===== src/rtl/instr_fetch_unit.sv =====
// rtl/instr_fetch_unit.sv - MIPS fetch stage: PC register, next-PC select, run/halt FSM, retired counter
module instr_fetch_unit #(
    parameter logic [31:0] RESET_PC  = 32'h0000_0000,
    parameter logic [31:0] HALT_WORD = 32'hFFFF_FFFF,
    parameter int          CNT_W     = 16
) (
    input  logic             clk_i,
    input  logic             rst_i,
    input  logic             stall_i,
    input  logic [31:0]      imem_data_i,
    input  logic             branch_i,
    input  logic             branch_type_i,
    input  logic             jump_i,
    input  logic             zero_i,
    output logic [31:0]      imem_addr_o,
    output logic [31:0]      pc_o,
    output logic [31:0]      pc_plus4_o,
    output logic [31:0]      instr_o,
    output logic [5:0]       op_o,
    output logic             valid_o,
    output logic             halted_o,
    output logic [CNT_W-1:0] retired_o
);

    typedef enum logic [1:0] {
        S_IDLE = 2'd0,
        S_RUN  = 2'd1,
        S_HALT = 2'd2
    } state_t;

    state_t           state;
    logic [31:0]      pc;
    logic [CNT_W-1:0] retired;
    logic             halted;

    logic             is_halt_word;
    logic             taken;
    logic [31:0]      pc_plus4;
    logic [31:0]      branch_off;
    logic [31:0]      next_pc;

    assign is_halt_word = (imem_data_i == HALT_WORD);
    assign pc_plus4     = pc + 32'd4;

    assign valid_o      = (state == S_RUN) && !is_halt_word;
    assign instr_o      = valid_o ? imem_data_i : 32'h0;
    assign op_o         = instr_o[31:26];
    assign pc_o         = pc;
    assign imem_addr_o  = pc;
    assign pc_plus4_o   = pc_plus4;
    assign halted_o     = halted;
    assign retired_o    = retired;

    // beq takes on zero, bne on non-zero; jump overrides any branch.
    assign taken      = branch_i && (branch_type_i ? !zero_i : zero_i);
    assign branch_off = {{14{instr_o[15]}}, instr_o[15:0], 2'b00};

    always_comb begin
        next_pc = pc_plus4;
        if (jump_i) begin
            next_pc = {pc_plus4[31:28], instr_o[25:0], 2'b00};
        end else if (taken) begin
            next_pc = pc_plus4 + branch_off;
        end
    end

    always_ff @(posedge clk_i or negedge rst_i) begin
        if (!rst_i) begin
            state   <= S_IDLE;
            pc      <= {RESET_PC[31:2], 2'b00};
            retired <= '0;
            halted  <= 1'b0;
        end else begin
            case (state)
                S_IDLE: begin
                    state <= S_RUN;
                end
                S_RUN: begin
                    if (!stall_i) begin
                        if (is_halt_word) begin
                            state  <= S_HALT;
                            halted <= 1'b1;
                        end else begin
                            pc <= next_pc;
                            if (retired != {CNT_W{1'b1}}) begin
                                retired <= retired + {{(CNT_W-1){1'b0}}, 1'b1};
                            end
                        end
                    end
                end
                S_HALT: begin
                    state <= S_HALT;
                end
                default: begin
                    state <= S_IDLE;
                end
            endcase
        end
    end

endmodule


===== config.mk =====
export PLATFORM = sky130hd
export DESIGN_NAME = instr_fetch_unit
export DESIGN_NICKNAME = d
export VERILOG_FILES = /design/src/rtl/instr_fetch_unit.sv
export SDC_FILE = /design/constraint.sdc
export NUM_CORES = 1
export LEC_CHECK = 0
export ABC_CLOCK_PERIOD_IN_PS = 6400
export CAP_MARGIN = 20
export CORE_MARGIN = 10
export CORE_UTILIZATION = 47
export CTS_CLUSTER_DIAMETER = 40
export DETAILED_ROUTE_END_ITERATION = 10
export PLACE_DENSITY_LB_ADDON = 0.25
export RECOVER_POWER = 50
export SLEW_MARGIN = 20
export SYNTH_ARGS = -nofsm -noshare
export SYNTH_HDL_FRONTEND = slang
export SYNTH_SLANG_ARGS = --single-unit
export TNS_END_PERCENT = 1

===== constraint.sdc =====
create_clock -name clk_i -period 6.4 [get_ports clk_i]
set_input_delay 1.28 -clock clk_i [delete_from_list [all_inputs] [get_ports clk_i]]
set_output_delay 1.28 -clock clk_i [all_outputs]
set_load 0.01 [all_outputs]

==> results of run 1 <==
cells by family after synthesis:
kind of cell	share of synthesized area
flip-flops	0.219
XOR/XNOR	0.104
multiplexers	0.0215
AND/OR/NAND/NOR	0.275
other	0.000671
AO/OA/AOI/OAI	0.217
adder cells (fa/ha/maj)	0.0600
buffers and inverters	0.101
per-stage QoR:
stage               hold WS (ns)  worst slack [ns]
floorplan                  0.479             0.883
global placement           0.441             0.231
detailed placement         0.457            0.0480
CTS                        0.479             0.343
global route               0.483            0.0287
finish                     0.465             0.317
power breakdown:
group	internal, uW	total [uW]	switching [uW]	leakage, uW
registers	369	485	116	0.000614
clock network	188	323	135	0.0000848
logic	495	1050	551	0.00237
timing repair:
action                                  in CTS  in global routing
endpoints found under the hold margin        0                  0
gates resized for setup                      0                  1
endpoints found under the setup margin       0                  1
Yosys cell counts (all sizes together) (4+ instances only):
library cell / number
a211oi: 11
a21o: 9
a21oi: 43
a221oi: 7
a31oi: 12
and2: 29
and3: 11
and4: 4
buf: 48
clkbuf: 23
dfrtp: 49
ha: 22
inv: 33
maj3: 4
mux2: 5
mux2i: 6
nand2: 86
nand2b: 4
nand3: 32
nand4: 22
nor2: 58
nor3: 18
nor4: 10
o211ai: 6
o21a: 6
o21ai: 59
o22ai: 8
o31ai: 4
or3: 6
xnor2: 41
xor2: 23
registers in the layout (all words and copies together) (netlist names):
signal	count
halted_o	1
imem_addr_o	30
retired_o	16
state	2
layer usage:
metal | track usage | part of all wire | up-vias
li1 | - | - | 2883
met1 | 0.277 | 0.39 | 2992
met2 | 0.417 | 0.47 | 382
met3 | 0.0657 | 0.11 | 72
met4 | 0.0856 | 0.034 | 0
met5 | 0 | 0 | -
cell type report:
cell class,count,area [sq um],share of cell area
Antenna cell,1,2.50,0.000336
Clock buffer,5,125,0.0168
Clock inverter,3,47.5,0.00638
Inverter,33,129,0.0173
Multi-Input combinational cell,592,3820,0.513
Sequential cell,49,1230,0.165
Tap cell,143,179,0.0240
Timing Repair Buffer,196,1920,0.258
worst max-delay path by stage:
stage	start	end
after floorplan	imem_data_i[9]	imem_addr_o[24]$_DFFE_PN0P_
after global placement	imem_data_i[7]	imem_addr_o[26]$_DFFE_PN0P_
after detailed placement	imem_data_i[7]	imem_addr_o[24]$_DFFE_PN0P_
after CTS	imem_data_i[7]	imem_addr_o[26]$_DFFE_PN0P_
after global routing	imem_data_i[7]	imem_addr_o[24]$_DFFE_PN0P_
final	imem_data_i[8]	imem_addr_o[27]$_DFFE_PN0P_
critical path: cells and delay by family:
family / cells / cell delay [ns]
xor+xnor: 1 / 0.22
fa+ha+maj: 2 / 0.68
compound gates: 9 / 2.09
simple gates: 5 / 1.14
buf+inv: 3 / 0.79
==> results_dict.tcl, run 1 <==
set metrics [dict create \
    cap_violations 1 \
    reg2regPathDepth 19 \
    start_util 0.485 \
    cp_max_fo 20 \
    finalSetupViolations 0 \
    dieHeight_microns 129 \
    nets 939 \
    timing.rr.end "imem_addr_o[28]$_DFFE_PN0P_" \
    synth_area_leader_cell "dfrtp_1" \
    numPlacedInstances 1013 \
    critPathSlowestCell "clkdlybuf4s50_1" \
    finalSetupTns_ns 0 \
    clk_latency_ns 0.30 \
    via_per_inst 6.19 \
    dieArea_sq_um 16600 \
    power_uw 1850 \
    place_congestion 0.998 \
    cts-root-buf "clkbuf_16" \
    ys.flop_type "dfrtp_1" \
    cts_tree "done" \
    cts_setup_buffers 0 \
    p_leak_uw 0.00307 \
    power_density_nw_per_um2 249 \
    synth_cells 740 \
    crit_chain "clkdlybuf4s50_1 -> nand4_1 -> or4_4 -> o21ai_4 -> inv_4 -> nand2_1 -> inv_1 -> ha_1 -> a211oi_1 -> nor2_1 -> o41ai_1 -> maj3_1 -> a21oi_1 -> o2111ai_1 -> a31oi_4 -> a211oi_4 -> nand4_1 -> o21ai_0 -> xnor2_1 -> a31oi_1" \
    fillers 1023 \
    hold_path.class "reg -> reg" \
    violations "max-capacitance violations, max-slew violations" \
    cts_max_level 2 \
    areaGrowthSynthToFinish_pct 33.4 \
    fin_skew_ns 0.00625 \
    placed_area_sq_um 7280 \
    yosys-top-cells-area "dfrtp_1 22%, xnor2_1 6.3%, buf_4 5.9%" \
    wl_per_cell_microns 20.7 \
    slew_headroom -0.948 \
    cp-start-kind "primary input" \
    final_cell_mix "110 x clkdlybuf4s50_1, 85 x nand2_1, 73 x dlygate4sd3_1" \
    maxSlewViolCount 50 \
    drt-total-wl_mm 21.2 \
    drt-pass1-iter-count 6 \
    antenna_found_initial 1 \
    grt_pass1_wl_mm 32.5 \
    die_width_microns 129 \
    synthDistinctLibCells 75 \
    drc_errors 0 \
    min_from "halted_o$_DFFE_PN0P_" \
    num_rows 39 \
    synth-seq-cells 49 \
    finalCritPeriodShare 0.950 \
    post-route-util 0.647 \
    ant_nets 0 \
    finalHoldViolCount 0 \
    cpPeakStageDelay_ns 0.59 \
    reg2reg_slack_ns 1.36 \
    peakVddDrop_mv 0.182 \
    io_buffers 184 \
    timing.rr.start "imem_addr_o[10]$_DFFE_PN0P_" \
    grt_pass1_vias 6187 \
    synthesis.area_sq_um 5590 \
    dp_hpwl_mm 16.4 \
    clock_path_buffers 2 \
    grt_overflow_total 0 \
    drt_iter0_drc 766 \
    max_freq_mhz 164 \
    grt_use_total 0.240 \
    avgSynthCellArea_sq_um 7.55 \
    end_kind "flip-flop" \
    num_vias 6329 \
    io_pins 191 \
    core_sq_um 11500 \
    cts.sinks 49 \
    grt_max_degree 50 \
    cp_data_arrival_time_ns 6.22 \
    hold_path_depth 1 \
    synthArstFlopShare 1.00 \
    min_to "halted_o$_DFFE_PN0P_" \
    numCtsBuffers 5 \
    layout-drive-gt1-share 0.0592 \
    seq_area_frac_synth 0.219 \
    status "finished, violations left" \
    finalNonFillerCells 1022 \
    cts_hold_buf 0 \
    crit_required_ns 6.53 \
    final_common_cell "clkdlybuf4s50_1" \
    path_clk_slew_ns 0.07 \
    synth_top_cell_area_share 0.219 \
    ys_warn_count 0 \
    crit_type "in -> reg" \
    crit_path_frequent_cell "nand4_1" \
    synth-edff-count 0 \
    fin_area_sq_um 7450 \
    rsz0062_at_grt "false" \
    tightest_slew_ns 2.92 \
    fin_crit_ns 6.08 \
]
Note: power is estimated with default switching activity, not from simulation.
==> inputs of run 2 (changes only) <==
- RECOVER_POWER: 50 -> default
==> run 2 against run 1 <==
  * The run now ends clean
  * Clock power barely moved
  * Register-to-register slack improved by 0.10 ns
  * Combinational power barely moved
  * Sequential share of layout area barely moved
  * Clock skew rose by 0.0018 ns
  * Total power rose by 2.1%
  * Flip-flop and latch count did not move
  * Worst setup slack improved by 0.0095 ns
  * Highest routed layer unchanged
  * Sequential power barely moved
  * Via count fell by 0.27%
  * Critical path type unchanged
  * Design area barely moved
==> results_dict.tcl, run 2 (synthesis results as in run 1) <==
set metrics [dict create \
    status "completed" \
    timing.rr.end "imem_addr_o[28]$_DFFE_PN0P_" \
    worst_hold_slack_ns 0.472 \
    cts_tree "done" \
    clock_path_buffers 2 \
    core_sq_um 11500 \
    layout-drive-gt1-share 0.0604 \
    path_clk_slew_ns 0.07 \
    start_util 0.485 \
    reg2reg_slack_ns 1.46 \
    crit_type "in -> reg" \
    cts.sinks 49 \
    clk_latency_ns 0.30 \
    finalCritPeriodShare 0.949 \
    drc_errors 0 \
    cts-root-buf "clkbuf_16" \
    timing.rr.start "imem_addr_o[6]$_DFFE_PN0P_" \
    peakVddDrop_mv 0.194 \
    cp_max_fo 20 \
    power_density_nw_per_um2 254 \
    grt_pass1_vias 6187 \
    drt-total-wl_mm 21.2 \
    grt_max_degree 50 \
    cts_resized 0 \
    maxSlewViolCount 0 \
    end_kind "flip-flop" \
    finalSetupTns_ns 0 \
    crit_required_ns 6.53 \
    drt_iter0_drc 692 \
    dieArea_sq_um 16600 \
    grt_use_total 0.240 \
    cp-start-kind "primary input" \
    hold_path.class "reg -> reg" \
    finalHoldViolCount 0 \
    cts_hold_buf 0 \
    nets 939 \
    dp_hpwl_mm 16.4 \
    power_uw 1890 \
    max_freq_mhz 165 \
    num_vias 6312 \
    largest_register_ffs 30 \
    io_pins 191 \
    place_congestion 0.998 \
    antenna_found_initial 1 \
    num_rows 39 \
    reg2regPathDepth 19 \
    numCtsBuffers 5 \
    drt-pass1-iter-count 6 \
    areaGrowthSynthToFinish_pct 33.5 \
    die_width_microns 129 \
    cp_data_arrival_time_ns 6.21 \
    via_per_inst 6.18 \
    min_from "halted_o$_DFFE_PN0P_" \
    slew_headroom 0.432 \
    dieHeight_microns 129 \
    fin_crit_ns 6.07 \
    grt_overflow_total 0 \
    wl_per_cell_microns 20.7 \
    fillers 1021 \
    final_cell_mix "183 x clkdlybuf4s50_1, 85 x nand2_1, 58 x nor2_1" \
    grt_pass1_wl_mm 32.5 \
    tightest_slew_ns 0.852 \
    final_common_cell "clkdlybuf4s50_1" \
    rsz0062_at_grt "false" \
    p_leak_uw 0.00298 \
    cts_setup_buffers 0 \
    finalSetupViolations 0 \
    ant_nets 0 \
    io_buffers 184 \
    min_to "halted_o$_DFFE_PN0P_" \
    cap_violations 0 \
    hold_path_depth 1 \
    fin_skew_ns 0.00804 \
    cts_max_level 2 \
]
-- run 2: cell type report --
class	count	area (sq um)	share of cell area
well taps	143	179	0.0240
diodes	1	2.50	0.000336
clock inverters	3	47.5	0.00638
inverters	33	129	0.0173
multi-input cells	592	3820	0.512
repair buffers	196	1930	0.258
clock buffers	5	125	0.0168
flip-flops and latches	49	1230	0.164
-- run 2: layer usage --
layer  track usage  share of wire  vias to the layer above
li1              -              -                     2884
met1         0.277           0.38                     2983
met2         0.417           0.48                      389
met3        0.0657           0.11                       56
met4        0.0856          0.030                        0
met5             0              0                        -
-- run 2: stage by stage --
step / area (sq um) / cells / utilization / worst slack (ns)
finish: 7460 / 1022 / 0.647 / 0.327
global placement: 7280 / 1013 / 0.632 / 0.231
global route: 7460 / 1022 / 0.647 / 0.0287
detailed placement: 7280 / 1013 / 0.632 / 0.0480
floorplan: 5610 / 745 / - / 0.883
CTS: 7450 / 1021 / 0.647 / 0.343
-- run 2: critical path, cell delays in order --
cell and delay, ns:
clkdlybuf4s50_1 0.60, nand4_1 0.19, or4_4 0.55, o21ai_4 0.18, inv_4 0.11, nand2_1 0.13, inv_1 0.09, ha_1 0.31
a211oi_1 0.26, nor2_1 0.12, o41ai_1 0.34, maj3_1 0.37, a21oi_1 0.17, o2111ai_1 0.37, a31oi_4 0.17, a211oi_4 0.32
nand4_1 0.12, o21ai_0 0.16, xnor2_1 0.22, a31oi_1 0.14
-- run 2: how the worst max path moves through the flow --
stage | start | end | depth (start not counted)
5_1_grt | imem_data_i[7] | imem_addr_o[24]$_DFFE_PN0P_ | 21
3_3_place_gp | imem_data_i[7] | imem_addr_o[26]$_DFFE_PN0P_ | 19
3_5_place_dp | imem_data_i[7] | imem_addr_o[24]$_DFFE_PN0P_ | 21
4_1_cts | imem_data_i[7] | imem_addr_o[26]$_DFFE_PN0P_ | 19
6_report | imem_data_i[8] | imem_addr_o[27]$_DFFE_PN0P_ | 20
2_1_floorplan | imem_data_i[9] | imem_addr_o[24]$_DFFE_PN0P_ | 22
-- run 2: report_power, final --
part	internal, uW	leakage, uW	switching, uW
logic	530	0.00228	550
registers	369	0.000614	120
clock network	188	0.0000848	136
total	1090	0.00298	806
